<file path="config.mk">
export PLATFORM = sky130hd
export DESIGN_NAME = fpnew_inorder_retire_flat
export DESIGN_NICKNAME = d
export VERILOG_FILES = /design/src/rtl/fpnew_inorder_retire_if.sv /design/src/rtl/fpnew_inorder_retire.sv /design/src/flat_wrapper.sv
export SDC_FILE = /design/constraint.sdc
export NUM_CORES = 1
export LEC_CHECK = 0
export CORE_AREA = 2 2 149 151
export CTS_BUF_LIST = sky130_fd_sc_hd__clkbuf_4 sky130_fd_sc_hd__clkbuf_8
export CTS_CLUSTER_DIAMETER = 30
export DETAILED_ROUTE_END_ITERATION = 7
export DIE_AREA = 0 0 151 153
export PLACE_DENSITY = 0.55
export RECOVER_POWER = 25
export SLEW_MARGIN = 20
export SYNTH_ARGS = -nofsm -noshare
export SYNTH_HDL_FRONTEND = slang
export SYNTH_SLANG_ARGS = --single-unit
</file>
<file path="constraint.sdc">
create_clock -name clk_i -period 3.7 [get_ports clk_i]
set_input_delay 0.74 -clock clk_i [delete_from_list [all_inputs] [get_ports clk_i]]
set_output_delay 0.74 -clock clk_i [all_outputs]
set_load 0.1 [all_outputs]
</file>
<file path="src/rtl/fpnew_inorder_retire_if.sv">
// Bundle of issue, group-result and retire signals for the in-order completion unit.
// Pure wiring, no latency.
// Handshakes are valid/ready; the direction of each signal is given by the modports.
interface fpnew_inorder_retire_if #(
    parameter int unsigned NumOpGroups = 4,
    parameter int unsigned Width       = 64,
    parameter int unsigned TagWidth    = 1,
    parameter int unsigned Depth       = 8
);
    localparam int unsigned IdxWidth = $clog2(NumOpGroups);
    localparam int unsigned CntWidth = $clog2(Depth) + 1;

    logic                            flush_i;
    logic                            in_valid_i;
    logic [IdxWidth-1:0]             in_opgrp_i;
    logic                            in_ready_o;
    logic [NumOpGroups-1:0]          opgrp_in_valid_o;
    logic [NumOpGroups-1:0]          opgrp_in_ready_i;
    logic [NumOpGroups-1:0]          opgrp_out_valid_i;
    logic [NumOpGroups-1:0]          opgrp_out_ready_o;
    logic [NumOpGroups*Width-1:0]    opgrp_result_i;
    logic [NumOpGroups*5-1:0]        opgrp_status_i;
    logic [NumOpGroups*TagWidth-1:0] opgrp_tag_i;
    logic [Width-1:0]                result_o;
    logic [4:0]                      status_o;
    logic [TagWidth-1:0]             tag_o;
    logic                            out_valid_o;
    logic                            out_ready_i;
    logic [CntWidth-1:0]             outstanding_o;
    logic                            busy_o;

    // Retire unit side
    modport slave (
        input  flush_i, in_valid_i, in_opgrp_i, opgrp_in_ready_i, opgrp_out_valid_i,
               opgrp_result_i, opgrp_status_i, opgrp_tag_i, out_ready_i,
        output in_ready_o, opgrp_in_valid_o, opgrp_out_ready_o, result_o, status_o,
               tag_o, out_valid_o, outstanding_o, busy_o
    );

    // Core / group-block side
    modport master (
        output flush_i, in_valid_i, in_opgrp_i, opgrp_in_ready_i, opgrp_out_valid_i,
               opgrp_result_i, opgrp_status_i, opgrp_tag_i, out_ready_i,
        input  in_ready_o, opgrp_in_valid_o, opgrp_out_ready_o, result_o, status_o,
               tag_o, out_valid_o, outstanding_o, busy_o
    );
endinterface

</file>
<file path="src/rtl/fpnew_inorder_retire.sv">
// In-order completion unit: tracks issue order of op groups and retires only the oldest result.
// Latency: zero-cycle combinational forward from the head group to the result port.
// Backpressure: issue stalls when full (no same-cycle pop credit); non-head groups are held at ready=0.
module fpnew_inorder_retire #(
    parameter int unsigned NumOpGroups = 4,
    parameter int unsigned Width       = 64,
    parameter int unsigned TagWidth    = 1,
    parameter int unsigned Depth       = 8
) (
    input logic                  clk_i,
    input logic                  rst_ni,
    fpnew_inorder_retire_if.slave bus
);
    localparam int unsigned IdxWidth = $clog2(NumOpGroups);
    localparam int unsigned PtrWidth = $clog2(Depth);
    localparam int unsigned CntWidth = PtrWidth + 1;
    localparam logic [CntWidth-1:0] DepthCnt = CntWidth'(Depth);

    logic [IdxWidth-1:0] queue_q [Depth];
    logic [PtrWidth-1:0] wr_ptr_q, wr_ptr_d;
    logic [PtrWidth-1:0] rd_ptr_q, rd_ptr_d;
    logic [CntWidth-1:0] cnt_q, cnt_d;

    logic                not_full, not_empty, issue_ok;
    logic                in_rdy, out_vld, head_vld;
    logic                push, pop;
    logic [IdxWidth-1:0] head;

    // Issue side: steer valid to the addressed group; full check uses the registered count only
    always_comb begin
        bus.opgrp_in_valid_o = '0;
        in_rdy               = 1'b0;
        not_full             = (cnt_q != DepthCnt);
        issue_ok             = bus.in_valid_i & ~bus.flush_i & not_full;
        // An out-of-range group matches no g, so it is never ready and never pushed
        for (int g = 0; g < int'(NumOpGroups); g++) begin
            if (bus.in_opgrp_i == IdxWidth'(g)) begin
                bus.opgrp_in_valid_o[g] = issue_ok;
                in_rdy                  = issue_ok & bus.opgrp_in_ready_i[g];
            end
        end
        bus.in_ready_o = in_rdy;
        push           = in_rdy;
    end

    // Retire side: only the group at the head of the issue-order queue may hand over a result
    always_comb begin
        head                  = queue_q[rd_ptr_q];
        not_empty             = (cnt_q != '0);
        head_vld              = 1'b0;
        bus.result_o          = '0;
        bus.status_o          = '0;
        bus.tag_o             = '0;
        bus.opgrp_out_ready_o = '0;
        for (int g = 0; g < int'(NumOpGroups); g++) begin
            if (head == IdxWidth'(g)) begin
                head_vld = bus.opgrp_out_valid_i[g];
            end
        end
        out_vld = not_empty & head_vld & ~bus.flush_i;
        for (int g = 0; g < int'(NumOpGroups); g++) begin
            if (head == IdxWidth'(g)) begin
                bus.opgrp_out_ready_o[g] = not_empty & bus.out_ready_i & ~bus.flush_i;
                if (out_vld) begin
                    bus.result_o = bus.opgrp_result_i[g*Width +: Width];
                    bus.status_o = bus.opgrp_status_i[g*5 +: 5];
                    bus.tag_o    = bus.opgrp_tag_i[g*TagWidth +: TagWidth];
                end
            end
        end
        bus.out_valid_o   = out_vld;
        pop               = out_vld & bus.out_ready_i;
        bus.outstanding_o = cnt_q;
        bus.busy_o        = not_empty;
    end

    // Pointer and count next state; flush wins and clears everything
    always_comb begin
        wr_ptr_d = wr_ptr_q;
        rd_ptr_d = rd_ptr_q;
        cnt_d    = cnt_q;
        if (bus.flush_i) begin
            wr_ptr_d = '0;
            rd_ptr_d = '0;
            cnt_d    = '0;
        end else begin
            if (push) wr_ptr_d = wr_ptr_q + PtrWidth'(1);
            if (pop)  rd_ptr_d = rd_ptr_q + PtrWidth'(1);
            if (push && !pop)      cnt_d = cnt_q + CntWidth'(1);
            else if (pop && !push) cnt_d = cnt_q - CntWidth'(1);
        end
    end

    // Bookkeeping registers
    always_ff @(posedge clk_i or negedge rst_ni) begin
        if (!rst_ni) begin
            wr_ptr_q <= '0;
            rd_ptr_q <= '0;
            cnt_q    <= '0;
        end else begin
            wr_ptr_q <= wr_ptr_d;
            rd_ptr_q <= rd_ptr_d;
            cnt_q    <= cnt_d;
        end
    end

    // Queue payload needs no reset: entries are only read while the count covers them
    always_ff @(posedge clk_i) begin
        if (push) queue_q[wr_ptr_q] <= bus.in_opgrp_i;
    end

    a_no_push_full: assert property (@(posedge clk_i) disable iff (!rst_ni) push |-> not_full);
    a_no_pop_empty: assert property (@(posedge clk_i) disable iff (!rst_ni) pop |-> not_empty);
    // A group producing a result with nothing outstanding indicates a broken group block
    a_result_when_empty: assert property (@(posedge clk_i) disable iff (!rst_ni)
        !((|bus.opgrp_out_valid_i) && (cnt_q == '0)));
endmodule

</file>
<file path="src/flat_wrapper.sv">
// flat-port wrapper written by rule: the top's interface ports become plain ports
module fpnew_inorder_retire_flat 
#(
    parameter int unsigned NumOpGroups = 4,
    parameter int unsigned Width       = 64,
    parameter int unsigned TagWidth    = 1,
    parameter int unsigned Depth       = 8
)
  (clk_i, rst_ni, bus_flush_i, bus_in_valid_i, bus_in_opgrp_i, bus_opgrp_in_ready_i, bus_opgrp_out_valid_i, bus_opgrp_result_i, bus_opgrp_status_i, bus_opgrp_tag_i, bus_out_ready_i, bus_in_ready_o, bus_opgrp_in_valid_o, bus_opgrp_out_ready_o, bus_result_o, bus_status_o, bus_tag_o, bus_out_valid_o, bus_outstanding_o, bus_busy_o);
  fpnew_inorder_retire_if #(.NumOpGroups(NumOpGroups), .Width(Width), .TagWidth(TagWidth), .Depth(Depth)) bus_i ();
  input logic clk_i;
  input logic rst_ni;
  input wire logic [$bits(bus_i.flush_i)-1:0] bus_flush_i;
  input wire logic [$bits(bus_i.in_valid_i)-1:0] bus_in_valid_i;
  input wire logic [$bits(bus_i.in_opgrp_i)-1:0] bus_in_opgrp_i;
  input wire logic [$bits(bus_i.opgrp_in_ready_i)-1:0] bus_opgrp_in_ready_i;
  input wire logic [$bits(bus_i.opgrp_out_valid_i)-1:0] bus_opgrp_out_valid_i;
  input wire logic [$bits(bus_i.opgrp_result_i)-1:0] bus_opgrp_result_i;
  input wire logic [$bits(bus_i.opgrp_status_i)-1:0] bus_opgrp_status_i;
  input wire logic [$bits(bus_i.opgrp_tag_i)-1:0] bus_opgrp_tag_i;
  input wire logic [$bits(bus_i.out_ready_i)-1:0] bus_out_ready_i;
  output wire logic [$bits(bus_i.in_ready_o)-1:0] bus_in_ready_o;
  output wire logic [$bits(bus_i.opgrp_in_valid_o)-1:0] bus_opgrp_in_valid_o;
  output wire logic [$bits(bus_i.opgrp_out_ready_o)-1:0] bus_opgrp_out_ready_o;
  output wire logic [$bits(bus_i.result_o)-1:0] bus_result_o;
  output wire logic [$bits(bus_i.status_o)-1:0] bus_status_o;
  output wire logic [$bits(bus_i.tag_o)-1:0] bus_tag_o;
  output wire logic [$bits(bus_i.out_valid_o)-1:0] bus_out_valid_o;
  output wire logic [$bits(bus_i.outstanding_o)-1:0] bus_outstanding_o;
  output wire logic [$bits(bus_i.busy_o)-1:0] bus_busy_o;
  assign bus_i.flush_i = bus_flush_i;
  assign bus_i.in_valid_i = bus_in_valid_i;
  assign bus_i.in_opgrp_i = bus_in_opgrp_i;
  assign bus_i.opgrp_in_ready_i = bus_opgrp_in_ready_i;
  assign bus_i.opgrp_out_valid_i = bus_opgrp_out_valid_i;
  assign bus_i.opgrp_result_i = bus_opgrp_result_i;
  assign bus_i.opgrp_status_i = bus_opgrp_status_i;
  assign bus_i.opgrp_tag_i = bus_opgrp_tag_i;
  assign bus_i.out_ready_i = bus_out_ready_i;
  assign bus_in_ready_o = bus_i.in_ready_o;
  assign bus_opgrp_in_valid_o = bus_i.opgrp_in_valid_o;
  assign bus_opgrp_out_ready_o = bus_i.opgrp_out_ready_o;
  assign bus_result_o = bus_i.result_o;
  assign bus_status_o = bus_i.status_o;
  assign bus_tag_o = bus_i.tag_o;
  assign bus_out_valid_o = bus_i.out_valid_o;
  assign bus_outstanding_o = bus_i.outstanding_o;
  assign bus_busy_o = bus_i.busy_o;
  fpnew_inorder_retire #(.NumOpGroups(NumOpGroups), .Width(Width), .TagWidth(TagWidth), .Depth(Depth)) u_core (.clk_i(clk_i), .rst_ni(rst_ni), .bus(bus_i));
endmodule
</file>
==> results.cfg, run 1 <==
[sta]
max_slew_margin_pct = 34.0
worst_pin_slew_ns = 0.986
finalSetupViolCount = 0
clock_skew_ns = 0.00443
finalCriticalPeriod_ns = 3.61
post-route-period-util_pct = 97.7
grt_setup_unrepaired = false
drv_slew = 0
fin_tns_setup_ns = 0
fmax_mhz = 277
hold_violations = 0

[worst_setup_path]
cp-start-kind = flop
rr_worst_depth = 13
critPathCaptureType = output pin
worstSetupPathType = reg -> out
r2r_setup_slack_ns = 0.29
crit_arrival_ns = 2.87
worstPathRequired_ns = 2.96
worst-path-max-fanout = 62
r2r_start = u_core.rd_ptr_q[0]
rr_endpoint = u_core.bus.outstanding_o[3]

[clock_tree]
post_cts_buffers = 0
worstSkewPairLatency_ns = 0.27
cts_tree = yes
hold_buffers = 0
cts.sinks = 26
cts-resized-gates = 0
cts_buffers = 3
path_clk_slew_ns = 0.09
htree_levels = 1
cts_buffer_depth = 2
cts_root_buf = clkbuf_8

[min_path]
hp-class = reg -> reg
hold_path_end = u_core.rd_ptr_q[0]
min_path_cells = 1
min_from = u_core.rd_ptr_q[0]

[route]
vias_per_cell = 4.58
drc = 0
wl_per_cell_um = 23.3
vias = 4363
antenna_left = 0
dr.pass1.iters = 4
routed_wl_mm = 22.2
drt-initial-drc-count = 221

[placement]
dp.final_hpwl_mm = 18.5
dpl-instance-area_mm2 = 0.00861
place_congestion = 0.942
portBuffers = 379

[die]
rows = 54
initial_core_util_pct = 17.4
die_y_um = 153
die_area_mm2 = 0.0231
die_w_um = 151
core_mm2 = 0.0215
boundaryPins = 380

[cells_and_area]
layout-drive-gt1-share_pct = 27.2
area_growth_pct = 132
design_area_mm2 = 0.00869
final_cell_mix = 295 x clkdlybuf4s50_1, 82 x buf_12, 73 x mux4_2, 70 x and3_1, 16 x edfxtp_1
nFillCells = 1998
mostFrequentLayoutCell = clkdlybuf4s50_1
fin_util_pct = 40.4
fin_nets = 969

[synthesis]
syn_area_mm2 = 0.00375
avgSynthCellArea_um2 = 12.4
synthTopCellsByArea = mux4_2 44%, edfxtp_1 13%, and3_1 12%
synth-seq-area-share_pct = 19.5
synth_fp_nets = 601
synthCells = 301
yosysTopAreaCell = mux4_2
ys_types = 38
synth_top_area_share_pct = 44.5
ys_ff_latch = 26
synth_warnings = 0

[run_status]
status = complete, no violations

[global_routing]
grt_pass1_vias = 4847
track_usage_pct = 18.4
antenna_found_initial = 5
overflow = 0
grt_first_pass_wirelength_mm = 32.0
grt_max_degree = 63

[flow_run]
max-cap-violations = 0

[power_and_ir_drop]
finalPower_mw = 3.51
pwr_density_cell_mw_per_mm2 = 405
p_leak_nw = 3.38
peakVddDrop_mv = 0.894
==> sequential cells by signal, summed over array words and instances, names as in the netlist <==
register and flops:
u_core.bus.outstanding_o 4, u_core.rd_ptr_q 3, u_core.queue_q 16, u_core.wr_ptr_q 3
==> where the power goes <==
| group | internal [mW] | switching, mW |
|---|---|---|
| clock network | 0.145 | 0.0849 |
| registers | 0.326 | 0.0322 |
| logic | 1.23 | 1.70 |
| total | 1.70 | 1.81 |
==> Yosys cell counts <==
| cell type | instances |
|---|---|
| mux4_2 | 74 |
| and3_1 | 71 |
| clkbuf_1 | 22 |
| edfxtp_1 | 16 |
| nand2_1 | 15 |
| nor2_1 | 15 |
| dfrtp_1 | 10 |
| mux2i_1 | 10 |
| buf_12 | 8 |
| nand2b_1 | 7 |
| inv_1 | 5 |
| nor3_1 | 5 |
| ha_1 | 4 |
| nor3b_1 | 4 |
| a21oi_1 | 3 |
| buf_2 | 3 |
| nor4_1 | 3 |
| o21ai_0 | 3 |
| xnor2_1 | 3 |
| nor4b_1 | 2 |
| a21o_1 | 1 |
| a221o_1 | 1 |
| and2_1 | 1 |
| buf_1 | 1 |
| buf_6 | 1 |
| fa_1 | 1 |
| inv_2 | 1 |
| mux2_4 | 1 |
| nand3_1 | 1 |
| nor2b_1 | 1 |
| o21bai_1 | 1 |
| o22ai_2 | 1 |
| o311ai_1 | 1 |
| or2b_1 | 1 |
| or4_1 | 1 |
| or4b_2 | 1 |
| xnor3_1 | 1 |
| xor2_1 | 1 |
==> cell type report <==
cell class,count,area (um^2),share of cell area [%]
flip-flops and latches,26,732,8.43
diodes,4,10.0,0.115
multi-input cells,234,2750,31.6
inverters,6,22.5,0.259
clock buffers,3,41.3,0.475
well taps,280,350,4.03
repair buffers,398,4750,54.7
clock inverters,1,30.0,0.346
==> worst max-delay path, stage by stage (launching register included) <==
cell	delay [ns]
dfrtp_2	0.43
mux4_2	0.53
mux2_4	0.31
buf_12	0.23
mux4_2	0.59
and3_1	0.26
buf_12	0.17
==> cells by family (layout without fill, tap and decap cells) <==
kind of cell | Yosys count | in the layout | synth area share [%]
XOR/XNOR | 5 | 5 | 1.54
flip-flops | 26 | 26 | 19.5
AO/OA/AOI/OAI | 11 | 11 | 2.04
buffers and inverters | 41 | 408 | 7.88
AND/OR/NAND/NOR | 128 | 128 | 19.6
multiplexers | 85 | 85 | 47.6
adder cells (fa/ha/maj) | 5 | 5 | 1.87
other | 0 | 4 | 0
==> worst max-delay path by stage <==
stage | endpoint | cells after the start | start
floorplan | bus_opgrp_out_ready_o[1] | 7 | u_core.rd_ptr_q[0]
detailed placement | u_core.bus.outstanding_o[1] | 10 | bus_out_ready_i
global placement | u_core.bus.outstanding_o[1] | 10 | bus_flush_i
CTS | bus_result_o[0] | 8 | u_core.rd_ptr_q[0]
finish | bus_result_o[21] | 6 | u_core.rd_ptr_q[0]
global route | bus_status_o[1] | 8 | u_core.rd_ptr_q[0]
==> metrics by stage <==
step,setup WS (ns),hold WS [ns],cells
2_1_floorplan,0.00664,0.444,301
3_3_place_gp,0.297,0.594,944
3_5_place_dp,0.252,0.609,944
4_1_cts,0.0416,0.626,948
5_1_grt,0.00184,0.595,949
6_report,0.0854,0.552,952
==> per-layer routing <==
layer  GRT usage, %  up-vias  wire [um]
li1               -     1969          -
met5              0        -         13
met3           3.97       18       1870
met4           2.67        2        306
met1           23.1     2163       8700
met2           32.8      211      11300
(Power assumes the default switching activity.)
==> run 2: changes to the inputs <==
--- a/config.mk
+++ b/config.mk
@@ -5,12 +5,13 @@
 export SDC_FILE = /design/constraint.sdc
 export NUM_CORES = 1
 export LEC_CHECK = 0
-export CORE_AREA = 2 2 149 151
+export ABC_AREA = 1
+export CORE_AREA = 4 4 147 149
 export CTS_BUF_LIST = sky130_fd_sc_hd__clkbuf_4 sky130_fd_sc_hd__clkbuf_8
 export CTS_CLUSTER_DIAMETER = 30
 export DETAILED_ROUTE_END_ITERATION = 7
 export DIE_AREA = 0 0 151 153
-export PLACE_DENSITY = 0.55
+export PLACE_DENSITY = 0.58
 export RECOVER_POWER = 25
 export SLEW_MARGIN = 20
 export SYNTH_ARGS = -nofsm -noshare
==> run 2 against run 1 <==
Effect of this change: clock-buffer cell count is the same; largest cell class unchanged; register-to-register slack gained 0.72 ns; maximum frequency grew 5.2%; global-route usage grew 1.5 points; largest power group unchanged.
==> results.cfg, run 2 <==
[global_routing]
track_usage_pct = 19.8
grt_max_degree = 60
overflow = 0
antenna_found_initial = 1
grt_first_pass_wirelength_mm = 35.5
grt_pass1_vias = 5704

[clock_tree]
hold_buffers = 0
path_clk_slew_ns = 0.09
post_cts_buffers = 0
cts-resized-gates = 0
cts.sinks = 26
cts_tree = yes
htree_levels = 1
worstSkewPairLatency_ns = 0.27
cts_buffer_depth = 2
cts_buffers = 3
cts_root_buf = clkbuf_8

[die]
initial_core_util_pct = 19.1
boundaryPins = 380
die_area_mm2 = 0.0231
rows = 52
die_y_um = 153
die_w_um = 151
core_mm2 = 0.0202

[power_and_ir_drop]
pwr_density_cell_mw_per_mm2 = 468
p_leak_nw = 3.38
peakVddDrop_mv = 0.435
finalPower_mw = 4.23

[sta]
post-route-period-util_pct = 92.9
grt_setup_unrepaired = false
whs_ns = 0.633
fmax_mhz = 291
worst_pin_slew_ns = 1.16
drv_slew = 0
clock_skew_ns = 0.00254
max_slew_margin_pct = 22.8
hold_violations = 0
finalSetupViolCount = 0
finalCriticalPeriod_ns = 3.44

[min_path]
hp-class = reg -> reg

[worst_setup_path]
worst-path-max-fanout = 20
worstPathRequired_ns = 2.96
critPathCaptureType = output pin
crit_arrival_ns = 2.70
worstSetupPathType = reg -> out
cp-start-kind = flop

[synthesis]
synth_common_cells = 144 x nand2_1, 104 x o21ai_0, 83 x nand3_1
synthCells = 658
synth_edf_count = 16
avgSynthCellArea_um2 = 5.86
syn_area_mm2 = 0.00386
yosysMostFrequentCell = nand2_1
ys.flop_type = edfxtp_1
yosysTopAreaCell = nand2_1
synthTopCellsByArea = nand2_1 14%, o21ai_0 13%, edfxtp_1 12%
synth_fp_nets = 958
synth_warnings = 0
ys_types = 33
ys_ff_latch = 26
synth-seq-area-share_pct = 18.9
async_flop_share_pct = 38.5
synth_top_area_share_pct = 14.0

[route]
routed_wl_mm = 24.9
dr.pass1.iters = 5
wl_per_cell_um = 19.5
antenna_left = 0
drc = 0
vias = 5961
drt-initial-drc-count = 265
vias_per_cell = 4.66

[flow_run]
max-cap-violations = 0

[cells_and_area]
mostFrequentLayoutCell = clkdlybuf4s50_1
final_cell_mix = 295 x clkdlybuf4s50_1, 144 x nand2_1, 104 x o21ai_0, 83 x nand3_1, 83 x buf_12
largest_reg_flops = 16
area_growth_pct = 134
nFillCells = 1993
regMostFlops = u_core.queue_q
layout-drive-gt1-share_pct = 20.0
fin_nets = 1308

[placement]
portBuffers = 379
place_congestion = 0.877
dp.final_hpwl_mm = 20.1

[run_status]
status = complete, no violations
run 2: cell types whose count changed in the layout (fill, tap and decap cells not counted), moves of 21 or more:
cell,change
nand3_1,+82
and3_1,-70
mux4_2,-73
nand2_1,+129
o21ai_0,+101
a21oi_2,+56
inv_1,+21
o21ai_1,+66
run 2: kinds of logic (layout without fill, tap and decap cells):
kind of cell | count (synthesis) | count (layout) | synth area share [%]
flip-flops | 26 | 26 | 18.9
XOR/XNOR | 1 | 1 | 0.227
AND/OR/NAND/NOR | 282 | 282 | 32.4
buffers and inverters | 86 | 435 | 9.95
other | 0 | 1 | 0
adder cells (fa/ha/maj) | 5 | 5 | 1.82
AO/OA/AOI/OAI | 258 | 258 | 36.7
run 2: per-layer routing:
metal,up-vias,share of wire (%),GRT usage [%]
met3,22,7.9,3.61
li1,2997,-,-
met2,229,51,36.3
met1,2713,39,24.1
met5,-,0,0
met4,0,1.6,3.89
run 2: where the power goes:
part	internal [mW]	leakage, nW	switching, mW	total [mW]
clock network	0.145	0.0357	0.0868	0.231
registers	0.326	0.278	0.0294	0.356
logic	1.25	3.07	2.40	3.65
run 2: layout make-up:
class	count	area, um^2	share of cell area [%]
Antenna cell	1	2.50	0.0277
Sequential cell	26	732	8.10
Tap cell	270	338	3.74
Multi-Input combinational cell	546	3000	33.2
Clock inverter	1	30.0	0.332
Timing Repair Buffer	398	4760	52.7
Inverter	33	134	1.48
Clock buffer	3	41.3	0.457
run 2: worst paths after layout:
check | start | to | slack (ns) | cells after the start
hold / removal | u_core.wr_ptr_q[2] | u_core.wr_ptr_q[2] | 0.63 | 2
max in group asynchronous | rst_ni | u_core.rd_ptr_q[0] | 2.46 | 1
setup / recovery | u_core.rd_ptr_q[0] | bus_result_o[30] | 0.26 | 11
hold reg to reg | u_core.wr_ptr_q[2] | u_core.wr_ptr_q[2] | 0.63 | 2
min in group asynchronous | rst_ni | u_core.wr_ptr_q[1] | 0.87 | 1
setup reg to reg | u_core.bus.outstanding_o[1] | u_core.bus.outstanding_o[3] | 1.01 | 17
run 2: worst max-delay path, cell delays in order (launching register included):
cell	delay, ns
dfrtp_2	0.50
inv_2	0.14
nand2_1	0.06
nand3_1	0.11
nand3_1	0.11
nand2_2	0.24
buf_4	0.30
o22ai_1	0.11
o21ai_0	0.13
o21ai_1	0.24
nor2_2	0.27
buf_12	0.21
run 2: per-stage QoR:
step | area [um^2] | instances | worst slack (ns) | utilization, % | setup TNS, ns
after floorplan | 4110 | 658 | -0.481 | - | -1.93
after global placement | 8970 | 1273 | 0.267 | 44.5 | 0
after detailed placement | 8970 | 1273 | 0.228 | 44.5 | 0
after CTS | 9040 | 1277 | 0.0842 | 44.8 | 0
after global routing | 9040 | 1278 | 0.0499 | 44.8 | 0
final | 9040 | 1278 | 0.263 | 44.8 | 0
==> run 3: changes to the inputs <==
--- a/config.mk
+++ b/config.mk
@@ -11,6 +11,7 @@
 export CTS_CLUSTER_DIAMETER = 30
 export DETAILED_ROUTE_END_ITERATION = 7
 export DIE_AREA = 0 0 151 153
+export GPL_TIMING_DRIVEN = 0
 export PLACE_DENSITY = 0.58
 export RECOVER_POWER = 25
 export SLEW_MARGIN = 20
==> run 3 against run 2 <==
Effect of this change: combinational power shrank 9.6%; clock power fell by 30%; first-iteration DRC count is 39% higher; final cell count is 2.6% higher; setup slack worse by 0.11 ns; global-route usage grew 1.7 points; total power down 10%; critical path type is now in -> out; clock-buffer cell count did not move; maximum frequency shrank 3.1%; via count increased by 3.0%.
==> results.cfg, run 3 (synthesized netlist as in run 2, its figures left out) <==
[global_routing]
antenna_found_initial = 1
grt_max_degree = 15
grt_pass1_vias = 6053
grt_first_pass_wirelength_mm = 38.3
track_usage_pct = 21.6
overflow = 0

[clock_tree]
htree_levels = 1
hold_buffers = 0
cts_buffer_depth = 2
cts.sinks = 26
cts_root_buf = clkbuf_8
path_clk_slew_ns = 0.09
worstSkewPairLatency_ns = 0.27
cts_tree = yes
cts_buffers = 3

[route]
drc = 0
drt-initial-drc-count = 368
routed_wl_mm = 27.2
antenna_left = 0
vias = 6142
dr.pass1.iters = 4
wl_per_cell_um = 20.7
vias_per_cell = 4.68

[worst_setup_path]
worstPathRequired_ns = 2.96
crit_path_end = bus_result_o[51]
path_cells = clkdlybuf4s50_1 -> a31oi_1 -> nand2_1 -> inv_2 -> nand2_4 -> inv_4 -> buf_6 -> o21ai_2 -> a21oi_4 -> clkbuf_4
cp-startpoint = bus_flush_i
cp-start-kind = input port
critPathMaxStageDelay_ns = 0.50
critPathCaptureType = output pin
crit_arrival_ns = 2.81
rr_endpoint = u_core.bus.outstanding_o[3]
crit_path_top_delay_cell = clkdlybuf4s50_1
rr_worst_depth = 16
r2r_start = u_core.rd_ptr_q[0]
cp_top_family = buffers and inverters
worst-path-max-fanout = 10
worst-path-buf-inv = 5
worstSetupPathType = in -> out
cp.depth = 10
r2r_setup_slack_ns = 1.03

[sta]
fin_tns_setup_ns = 0
drv_slew = 0
fmax_mhz = 282
max_slew_margin_pct = 34.6
hold_violations = 0
setup_ws_ns = 0.152
worst_pin_slew_ns = 0.977
finalCriticalPeriod_ns = 3.55
clock_skew_ns = 0.00782
post-route-period-util_pct = 95.9
finalSetupViolCount = 0
grt_setup_unrepaired = false

[placement]
portBuffers = 379
placedCellCount = 1307
dp.final_hpwl_mm = 22.1
place_congestion = 0.935
place_ws_ns = -0.708

[cells_and_area]
regMostFlops = u_core.queue_q
fin_cells = 1311
fin_nets = 1342
layout-drive-gt1-share_pct = 20.7
final_cell_mix = 296 x clkdlybuf4s50_1, 144 x nand2_1, 104 x o21ai_0, 83 x nand3_1, 66 x o21ai_1
largest_reg_flops = 16
mostFrequentLayoutCell = clkdlybuf4s50_1
insertedDiodeCount = 0
area_growth_pct = 109
fin_util_pct = 40.1

[power_and_ir_drop]
finalPower_mw = 3.81
pwr_density_cell_mw_per_mm2 = 471
p_leak_nw = 3.19
peakVddDrop_mv = 0.410

[die]
core_mm2 = 0.0202
initial_core_util_pct = 19.1
die_y_um = 153
die_w_um = 151
die_area_mm2 = 0.0231
rows = 52
boundaryPins = 380

[run_status]
status = complete, no violations

[flow_run]
max-cap-violations = 0

[min_path]
hp-class = reg -> reg
-- run 3: how the worst min path moves through the flow --
stage,end,startpoint,cells after the start
after floorplan,u_core.bus.outstanding_o[0],rst_ni,0
after global placement,u_core.wr_ptr_q[2],u_core.wr_ptr_q[2],2
after detailed placement,u_core.wr_ptr_q[2],u_core.wr_ptr_q[2],2
after CTS,u_core.wr_ptr_q[2],u_core.wr_ptr_q[2],2
after global routing,u_core.bus.outstanding_o[3],u_core.bus.outstanding_o[3],2
final,u_core.wr_ptr_q[2],u_core.wr_ptr_q[2],2
-- run 3: final cells by class --
cell class | instances | area [um^2]
Multi-Input combinational cell | 546 | 3000
Clock inverter | 1 | 3.75
Fill cell | 2129 | 12100
Tap cell | 270 | 338
Inverter | 33 | 126
Buffer | 53 | 285
Clock buffer | 3 | 41.3
Sequential cell | 26 | 731
Timing Repair Buffer | 379 | 3560
-- run 3: report_power, final --
part / internal (mW) / total (mW) / leakage (nW) / switching [mW]
Sequential: 0.326 / 0.350 / 0.280 / 0.0243
Combinational: 0.899 / 3.30 / 2.89 / 2.40
Clock: 0.0743 / 0.161 / 0.0231 / 0.0865
Total: 1.30 / 3.81 / 3.19 / 2.51
-- run 3: through the flow --
step	cell area [um^2]	hold WS (ns)
global route	8080	0.698
CTS	8050	0.637
floorplan	4110	0.444
detailed placement	8240	0.605
finish	8080	0.621
global placement	8240	0.588
-- run 3: timing repair --
item / CTS / global route
resized for setup: 369 / 89
setup endpoints to repair: 80 / 74
buffers inserted: 0 / 0
-- run 3: metal layers --
layer / GRT usage (%) / wire length [um] / part of all wire [%]
met1: 27.4 / 10900 / 40
met2: 39.0 / 13700 / 50
met3: 3.91 / 2320 / 8.5
met4: 2.20 / 252 / 0.93
met5: 0 / 13 / 0.048
-- run 3: worst min-delay path: stages (launching register included) --
cell,delay (ns)
dfrtp_1,0.36
inv_1,0.10
a21oi_1,0.13
